### config.mk
export PLATFORM = sky130hd
export DESIGN_NAME = eqv_check_sequencer
export DESIGN_NICKNAME = d
export VERILOG_FILES = /design/src/rtl/eqv_seq_pkg.sv /design/src/rtl/eqv_settle_timer.sv /design/src/rtl/eqv_check_sequencer.sv
export SDC_FILE = /design/constraint.sdc
export NUM_CORES = 1
export LEC_CHECK = 0
export BUFFER_PORTS_ARGS = -buffer_cell sky130_fd_sc_hd__buf_2
export CAP_MARGIN = 30
export CORE_AREA = 8 8 45 47
export CTS_BUF_LIST = sky130_fd_sc_hd__clkbuf_4 sky130_fd_sc_hd__clkbuf_8
export DETAILED_ROUTE_END_ITERATION = 7
export DIE_AREA = 0 0 53 55
export PLACE_DENSITY = 0.66
export SKIP_CTS_REPAIR_TIMING = 1
export SLEW_MARGIN = 20
export SYNTH_ARGS = -nofsm -noshare
export SYNTH_HDL_FRONTEND = slang
export SYNTH_SLANG_ARGS = --single-unit
export TNS_END_PERCENT = 20
### constraint.sdc
create_clock -name clk -period 3.9 [get_ports clk]
set_input_delay 0.39 -clock clk [delete_from_list [all_inputs] [get_ports clk]]
set_output_delay 0.39 -clock clk [all_outputs]
set_load 0.005 [all_outputs]
### src/rtl/eqv_seq_pkg.sv
`default_nettype none
// ============================================================================
//  Module   : eqv_seq_pkg
//  Purpose  : Shared definitions for the equivalence-check sequencer:
//             the FSM state encoding and the vector-counter width helper.
//  Ports    : none (package)
//  Revision : 1.0 - initial release
// ============================================================================
package eqv_seq_pkg;

    localparam logic [1:0] C_ST_IDLE    = 2'd0;
    localparam logic [1:0] C_ST_SETTLE  = 2'd1;
    localparam logic [1:0] C_ST_COMPARE = 2'd2;
    localparam logic [1:0] C_ST_DONE    = 2'd3;

    typedef enum logic [1:0] {
        ST_IDLE    = C_ST_IDLE,
        ST_SETTLE  = C_ST_SETTLE,
        ST_COMPARE = C_ST_COMPARE,
        ST_DONE    = C_ST_DONE
    } state_e;

    // One bit wider than the vector so the final vector is never confused
    // with a wrapped counter.
    function automatic int cnt_width(input int n_in);
        return n_in + 1;
    endfunction

endpackage : eqv_seq_pkg
`default_nettype wire

### src/rtl/eqv_settle_timer.sv
`default_nettype none
// ============================================================================
//  Module   : eqv_settle_timer
//  Purpose  : Loadable down-counter that measures how long a vector has been
//             held. Loading presets SETTLE-1; tc_o is high once it reaches 0,
//             so tc_o rises in the SETTLE-th cycle after a load.
//  Ports    : clk    - clock, rising edge
//             rst_n  - synchronous active-low reset
//             load_i - preset counter to SETTLE-1 (has priority)
//             en_i   - decrement while non-zero
//             tc_o   - terminal count (counter == 0)
//  Revision : 1.0 - initial release
// ============================================================================
module eqv_settle_timer #(
    parameter int SETTLE = 1
) (
    input  logic clk,
    input  logic rst_n,
    input  logic load_i,
    input  logic en_i,
    output logic tc_o
);

    localparam int          C_W    = (SETTLE < 1) ? 1 : $clog2(SETTLE + 1);
    localparam logic [C_W-1:0] C_LOAD = C_W'(SETTLE - 1);

    logic [C_W-1:0] cnt_q;
    logic [C_W-1:0] cnt_d;

    always_comb begin
        cnt_d = cnt_q;
        if (load_i) begin
            cnt_d = C_LOAD;
        end else if (en_i && (cnt_q != '0)) begin
            cnt_d = cnt_q - C_W'(1);
        end
    end

    always_ff @(posedge clk) begin
        if (!rst_n) begin
            cnt_q <= '0;
        end else begin
            cnt_q <= cnt_d;
        end
    end

    assign tc_o = (cnt_q == '0);

endmodule : eqv_settle_timer
`default_nettype wire

### src/rtl/eqv_check_sequencer.sv
`default_nettype none
// ============================================================================
//  Module   : eqv_check_sequencer
//  Purpose  : Exhaustive equivalence-check driver. Drives every input vector
//             (ascending) into circuits A and B, holds it SETTLE cycles, then
//             compares the outputs. Reports sat (outputs differ somewhere)
//             and the first counterexample vector.
//  Ports    : clk, rst_n       - clock / synchronous active-low reset
//             start            - begin a run (honoured only when idle)
//             vec   [N_IN]     - vector driven to both circuits
//             a_out/b_out      - circuit outputs [N_OUT]
//             busy, done       - run in progress / one-cycle completion pulse
//             sat, cex [N_IN]  - mismatch flag / first mismatching vector
//             mis_cnt [N_IN+1] - mismatch count (EQV_SEQ_COUNT_ALL_EN only)
//  Config   : EQV_SEQ_COUNT_ALL_EN - scan all vectors, count mismatches
//  Revision : 1.0 - initial release
// ============================================================================
module eqv_check_sequencer
    import eqv_seq_pkg::*;
#(
    parameter int N_IN   = 2,
    parameter int N_OUT  = 1,
    parameter int SETTLE = 1
) (
    input  logic             clk,
    input  logic             rst_n,
    input  logic             start,
    output logic [N_IN-1:0]  vec,
    input  logic [N_OUT-1:0] a_out,
    input  logic [N_OUT-1:0] b_out,
    output logic             busy,
    output logic             done,
    output logic             sat,
`ifdef EQV_SEQ_COUNT_ALL_EN
    output logic [N_IN:0]    mis_cnt,
`endif
    output logic [N_IN-1:0]  cex
);

    localparam int            CW     = cnt_width(N_IN);
    localparam logic [CW-1:0] C_LAST = {1'b0, {N_IN{1'b1}}};

    state_e          state_q, state_d;
    logic [CW-1:0]   cnt_q, cnt_d;
    logic [N_IN-1:0] cex_q, cex_d;
    logic            tmr_load, tmr_en, tmr_tc;
    logic            mis;

`ifdef EQV_SEQ_COUNT_ALL_EN
    localparam logic [N_IN:0] C_MIS_MAX = {1'b1, {N_IN{1'b0}}};
    logic [N_IN:0]   mis_cnt_q, mis_cnt_d;
`else
    logic            sat_q, sat_d;
`endif

    assign mis = (a_out != b_out);

    eqv_settle_timer #(
        .SETTLE (SETTLE)
    ) u_timer (
        .clk    (clk),
        .rst_n  (rst_n),
        .load_i (tmr_load),
        .en_i   (tmr_en),
        .tc_o   (tmr_tc)
    );

    always_comb begin
        state_d  = state_q;
        cnt_d    = cnt_q;
        cex_d    = cex_q;
        tmr_load = 1'b0;
        tmr_en   = 1'b0;
`ifdef EQV_SEQ_COUNT_ALL_EN
        mis_cnt_d = mis_cnt_q;
`else
        sat_d     = sat_q;
`endif
        case (state_q)
            ST_IDLE: begin
                if (start) begin
                    cnt_d    = '0;
                    cex_d    = '0;
                    tmr_load = 1'b1;
`ifdef EQV_SEQ_COUNT_ALL_EN
                    mis_cnt_d = '0;
`else
                    sat_d     = 1'b0;
`endif
                    state_d  = ST_SETTLE;
                end
            end
            ST_SETTLE: begin
                tmr_en = 1'b1;
                if (tmr_tc) begin
                    state_d = ST_COMPARE;
                end
            end
            ST_COMPARE: begin
`ifdef EQV_SEQ_COUNT_ALL_EN
                if (mis) begin
                    // Only the first mismatch is kept as the counterexample.
                    if (mis_cnt_q == '0) begin
                        cex_d = cnt_q[N_IN-1:0];
                    end
                    if (mis_cnt_q != C_MIS_MAX) begin
                        mis_cnt_d = mis_cnt_q + (N_IN+1)'(1);
                    end
                end
                if (cnt_q == C_LAST) begin
                    state_d = ST_DONE;
                end else begin
                    cnt_d    = cnt_q + CW'(1);
                    tmr_load = 1'b1;
                    state_d  = ST_SETTLE;
                end
`else
                if (mis) begin
                    sat_d   = 1'b1;
                    cex_d   = cnt_q[N_IN-1:0];
                    state_d = ST_DONE;
                end else if (cnt_q == C_LAST) begin
                    state_d = ST_DONE;
                end else begin
                    cnt_d    = cnt_q + CW'(1);
                    tmr_load = 1'b1;
                    state_d  = ST_SETTLE;
                end
`endif
            end
            ST_DONE: begin
                state_d = ST_IDLE;
            end
            default: begin
                state_d = ST_IDLE;
            end
        endcase
    end

    always_ff @(posedge clk) begin
        if (!rst_n) begin
            state_q <= ST_IDLE;
            cnt_q   <= '0;
            cex_q   <= '0;
`ifdef EQV_SEQ_COUNT_ALL_EN
            mis_cnt_q <= '0;
`else
            sat_q     <= 1'b0;
`endif
        end else begin
            state_q <= state_d;
            cnt_q   <= cnt_d;
            cex_q   <= cex_d;
`ifdef EQV_SEQ_COUNT_ALL_EN
            mis_cnt_q <= mis_cnt_d;
`else
            sat_q     <= sat_d;
`endif
        end
    end

    assign vec  = cnt_q[N_IN-1:0];
    assign busy = (state_q != ST_IDLE);
    assign done = (state_q == ST_DONE);
    assign cex  = cex_q;
`ifdef EQV_SEQ_COUNT_ALL_EN
    assign mis_cnt = mis_cnt_q;
    assign sat     = (mis_cnt_q != '0);
`else
    assign sat     = sat_q;
`endif

endmodule : eqv_check_sequencer
`default_nettype wire
Yosys cells after proc, flatten, opt, wreduce, memory -nomap -nowiden
Cells that the tools add are included.
{"block": "totals", "register_bits": 9, "in_bits": 5, "output_inout_bits": 7, "word_cells": 46}
{"block": "op_classes", "add_sub_neg": 2, "eq_ne": 10, "mux": 20, "n_bitwise": 1, "n_reduce_logical": 8}
{"operator": "2-to-1 mux 2 bit", "n": 6}
{"operator": "inequality test 2 bit, second input constant", "n": 5}
{"operator": "2-to-1 mux 3 bit", "n": 3}
{"operator": "case mux 2 bit (4 select lines)", "n": 1}
{"operator": "2-to-1 mux 1 bit", "n": 6}
{"operator": "case mux 3 bit (2 select lines)", "n": 1}
{"operator": "== test 2 bit, second input constant", "n": 2}
{"operator": "case mux 1 bit (2 select lines)", "n": 2}
{"operator": "case mux 2 bit (2 select lines)", "n": 1}
{"operator": "AND reduction 4 bit", "n": 1}
{"operator": "nonzero test 2 bit", "n": 2}
{"operator": "adder 3 x 1 -> 3 bit, second input constant", "n": 1}
{"operator": "== test 3 x 2 -> 1 bit, second input constant", "n": 1}
{"operator": "AND reduction 3 bit", "n": 1}
{"operator": "== test 2 x 1 -> 1 bit, second input constant", "n": 1}
{"operator": "logical NOT 2 bit", "n": 1}
{"operator": "AND reduction 2 bit", "n": 1}
{"operator": "OR reduction 2 bit", "n": 1}
{"operator": "logical AND 1 bit", "n": 1}
{"operator": "inequality test 1 bit", "n": 1}
{"operator": "NOT 1 bit", "n": 1}
{"operator": "subtractor 1 bit, second input constant", "n": 1}

Longest topological paths before layout
{"block": "logic_depth", "word_depth": 5, "mapped_depth": 5, "ltp_nobuf": 4}

Modules after synthesis
Synthesis repeated with hierarchy kept, for this count alone.
{"block": "unflattened", "hier_cells": 57, "area_unflattened_um2": 490.5}
{"module": "eqv_check_sequencer", "instances": 1, "cells_per_inst": 54, "area_per_inst_um2": 454.2, "seq_area_each_um2": 160.2}
{"module": "eqv_settle_timer", "instances": 1, "cells_per_inst": 3, "area_per_inst_um2": 36.3, "seq_area_each_um2": 20.0}

Worst setup path before layout
No wires, ideal clock.
{"block": "synth_timing", "kind": "reg-to-reg", "startpoint": "reg cnt_q[0]", "endpoint": "reg cnt_q[0]", "t_arrival_ns": 1.279, "path_slack_ns": 2.503, "path_stages_with_launch": 6, "n_path_buf": 1, "synth_period_minus_slack_ns": 1.397, "cell_sequence": "dfxtp_1 -> ha_1 -> ha_1 -> or3b_1 -> buf_2 -> mux2i_1"}
{"block": "synth_via", "elab_chain_cells": 4, "word_cells_on_any_way": 7, "cone_classes": "add/sub (1); eq/ne (2); mux (3); reduce/logical (1)"}
{"item": "start: declaration", "line_no": "eqv_check_sequencer.sv:44", "rtl": "logic [CW-1:0] cnt_q, cnt_d;"}
{"item": "start signal: assignment", "line_no": "eqv_check_sequencer.sv:152", "rtl": "cnt_q <= cnt_d;"}
{"item": "adder 3 x 1 -> 3 bit", "line_no": "eqv_check_sequencer.sv:125", "rtl": "cnt_d = cnt_q + CW'(1);"}
{"item": "2-to-1 mux 3 bit", "line_no": "eqv_check_sequencer.sv:122", "rtl": "end else if (cnt_q == C_LAST) begin"}
{"item": "2-to-1 mux 3 bit", "line_no": "eqv_check_sequencer.sv:118", "rtl": "if (mis) begin"}
{"item": "case mux 3 bit (2 select lines)", "line_no": "eqv_check_sequencer.sv:79", "rtl": "case (state_q)"}
Several ways; a longest one is shown, not always the timed one. The select of a mux whose other input is x is not followed.
A chain may end at the register's enable or synchronous reset.

Final worst setup path
Same ends and word-level chain as after synthesis.

==> summary.md <==
| Metric | Value |
|---|---|
| Hold path start | start |
| Worst hold path type | input port to register |
| Int Pwr | between 0.15 and 0.2 mW |
| Post-synthesis cell type count | 22 |
| Worst reg2reg path depth | 4 |
| Setup TNS | 0 ps |
| Die width | 53 µm |
| Post-synth top area share | about two fifths |
| Root cell of the clock tree | clkbuf_4 |
| Skew final | approximately 2.2 ps |
| CP startpoint | cnt_q[0]$_SDFFE_PN0P_ |
| Post-Place Worst Slack | 2462 ps |
| Post-Synthesis Cells | 51 |
| Final Net Count | 69 |
| Most frequent cells in the layout | buf_2 (11), dfxtp_1 (9), nand2_1 (6), nand3_1 (5), mux2i_1 (5) |
| Die Area | roughly 3000 µm² |
| Worst Setup End Kind | register |
| Critical Path RT | about 4000 ps |
| Synth Register Bits | 9 |
| 1st-iter DRT viols | 3 |
| Mapped Nets | 58 |
| CP max stage delay | between 400 and 500 ps |
| Initial antenna violation count | 0 |
| Tcrit/Tclk final | 36.96% |
| Wire length per cell | 10.21 µm |
| Core box area | 1384 µm² |
| CTS max path bufs | 2 |
| Antenna Nets Post-Route | 0 |
| Switching pwr | 0.04631 mW |
| Number of port buffers | 11 |
| Max_cap viols | 0 |
| Simple-Gate Fraction of Synth Area | 27.37% |
| F_max | 693.8 MHz |
| Worst-path maximum fanout | 5 |
| Comb pwr share | a little under an eighth |
| R2R setup slack | 2460 ps |
| Grt total ovfl | 0 |
| Seq pwr share | about half |
| Vias | 381 |
| Clock Pin Slew Worst Setup and Hold Paths | 60 ps |
| Sw frac | 23.27% |
| Commonest non-fill, non-tap cell in the layout | buf_2 |
| CTS tree | built |
| Largest family of logic cells by synthesized area | simple AND/OR/NAND/NOR gates |
| Initial Utilization | about a third |
| P_leak | 0.2642 nW |
| Ranking of synthesized cells by area | dfxtp_1 (39%), mux2i_1 (11%), or3b_1 (5.7%) |
| Hold Vio Cnt, Final | 0 |
| Peak supply drop | 0.0001447 V |
| Clock latency at the later pin of the worst-skew pair | 250 ps |
| N_diodes | 0 |
| DRC | 0 |
| I/O pin cnt | 12 |
| Vias/cell | between 4 and 5 |
| RSZ-0062 raised after global routing | false |
| Cells along the critical path | ha_1 -> ha_1 -> or3b_1 -> mux2i_1 |
| CP Capture Point | cnt_q[0]$_SDFFE_PN0P_ |
| CP dominant cell by count | ha_1 |
| Synth Area in Compound Gates | between 8 and 9% |
| Post-Syn Area | 461.7 µm² |
| Mux contribution to synthesized area | approximately 11% |
| Vias in the first global route | 364 |
| Sequential area share after synthesis | between 30% and 40% |
| Biggest area consumer among synthesized cells | dfxtp_1 |
| Crit path arrival time | 1590 ps |
| XOR/XNOR Fraction of Synth Area | under 10% |
| Slew at the pin with the worst max-slew slack | 268.5 ps |
| Worst path slowest cell | or3b_1 |
| Layout cells sized above 1 | 26.23% |
| Mean Syn Cell Area | 9.053 µm² |
| Launching point of the worst reg2reg path | cnt_q[0]$_SDFFE_PN0P_ |
| Max Slew Vio Count | 0 |
| First-pass GRT wire length | 1407 µm |
| Pwr Density | 369.0 nW/µm² |
| Synth Warn # | 0 |
| Slew margin rel. | 82.04% |
| GRT Total Usage | 6.342% |
| Num CTS Buffers | 3 |
| Critical R2R Capture | cnt_q[0]$_SDFFE_PN0P_ |
| Critical path type | register to register |
| Finish-stage setup viols | 0 |
| CTS sink cnt | 9 |
| Largest net degree at the start of global routing | 15 |
| FP Rows | 14 |
| Status | complete, no violations |
| Final min period | 1441 ps |
| Startpoint Class | register |
| Post-Layout Cell Count | 77 |
| Final wirelength | between 700 and 800 µm |
| Final hold slack | 431.4 ps |
| GPL Wtd Cong | 0.6747 |
| Overall power | 0.1990 mW |
| Die Y | about 55 µm |
| Adder-Cell Fraction of Synth Area | 5.420% |
| Placed Instances | between 70 and 80 |
| Area grow syn2layout | 16.80% |
| H-tree Lvls | 1 |
| Pre-Repair DR Iteration Count | 4 |
| Setup ws final | 2459 ps |
| Clock Power Share | between 30 and 40% |
-- through the flow --
stage                     instance area (µm²)  utilization (%)
after floorplan                         461.7                -
after global placement                  509.2            36.80
after detailed placement                509.2            36.80
after CTS                               539.3            38.97
after global routing                    539.3            38.97
final                                   539.3            38.97
-- cell usage after synthesis --
master	count
or3b_1	3
xor2_1	1
o31ai_1	1
or2_2	1
buf_2	1
o21ai_0	1
buf_4	2
dfxtp_1	9
a21boi_0	2
nand3_1	5
ha_1	2
nand2_1	6
nand3b_1	1
clkbuf_1	2
nand2b_1	3
a21boi_1	1
or3_1	1
mux2i_1	5
a21oi_1	1
and2b_1	1
inv_1	1
and2_1	1
-- critical path, delay by kind of cell, from the launching register on --
kind          cells  cell delay (ps)
fa+ha+maj         2              400
flops             1              340
mux               1              150
simple gates      1              440
-- power by group through the flow --
stage               sequential, mW  clock, mW  combinational (mW)
floorplan                   0.0998          0              0.0169
global placement             0.101          0              0.0231
detailed placement           0.101          0              0.0228
CTS                         0.0987     0.0813              0.0231
global route                0.0996     0.0886              0.0255
finish                      0.0985     0.0778              0.0226
-- worst min-delay path by stage --
stage	end	slack (ps)	cells past startpoint
6_report	u_timer.cnt_q$_SDFFE_PP0N_	430	3
5_1_grt	u_timer.cnt_q$_SDFFE_PP0N_	440	3
4_1_cts	u_timer.cnt_q$_SDFFE_PP0N_	420	3
3_5_place_dp	u_timer.cnt_q$_SDFFE_PP0N_	440	2
3_3_place_gp	u_timer.cnt_q$_SDFFE_PP0N_	440	2
2_1_floorplan	u_timer.cnt_q$_SDFFE_PP0N_	420	2
-- layer usage --
metal	up-vias	GRT usage, %	wire length, µm
met5	-	0	0
met4	0	5.172	0
met3	0	1.872	61
met2	11	10.35	382
met1	172	6.697	342
li1	198	-	-
-- flip-flops by register name, summed over array words and instances (netlist names) --
signal	count
cnt_q	3
cex	2
state_q	2
sat	1
u_timer.cnt_q	1
-- cell type report --
class / count / area, µm²
Clock buffer: 4 / 30.03
Fill cell: 142 / 844.6
Inverter: 1 / 3.754
Multi-Input combinational cell: 36 / 250.2
Sequential cell: 9 / 180.2
Tap cell: 16 / 20.02
Timing Repair Buffer: 11 / 55.05
-- kinds of logic after synthesis --
family	Yosys count
AND/OR/NAND/NOR	22
flip-flops	9
AO/OA/AOI/OAI	6
buffers and inverters	6
multiplexers	5
adder cells (fa/ha/maj)	2
XOR/XNOR	1
(Power assumes the default switching activity.)
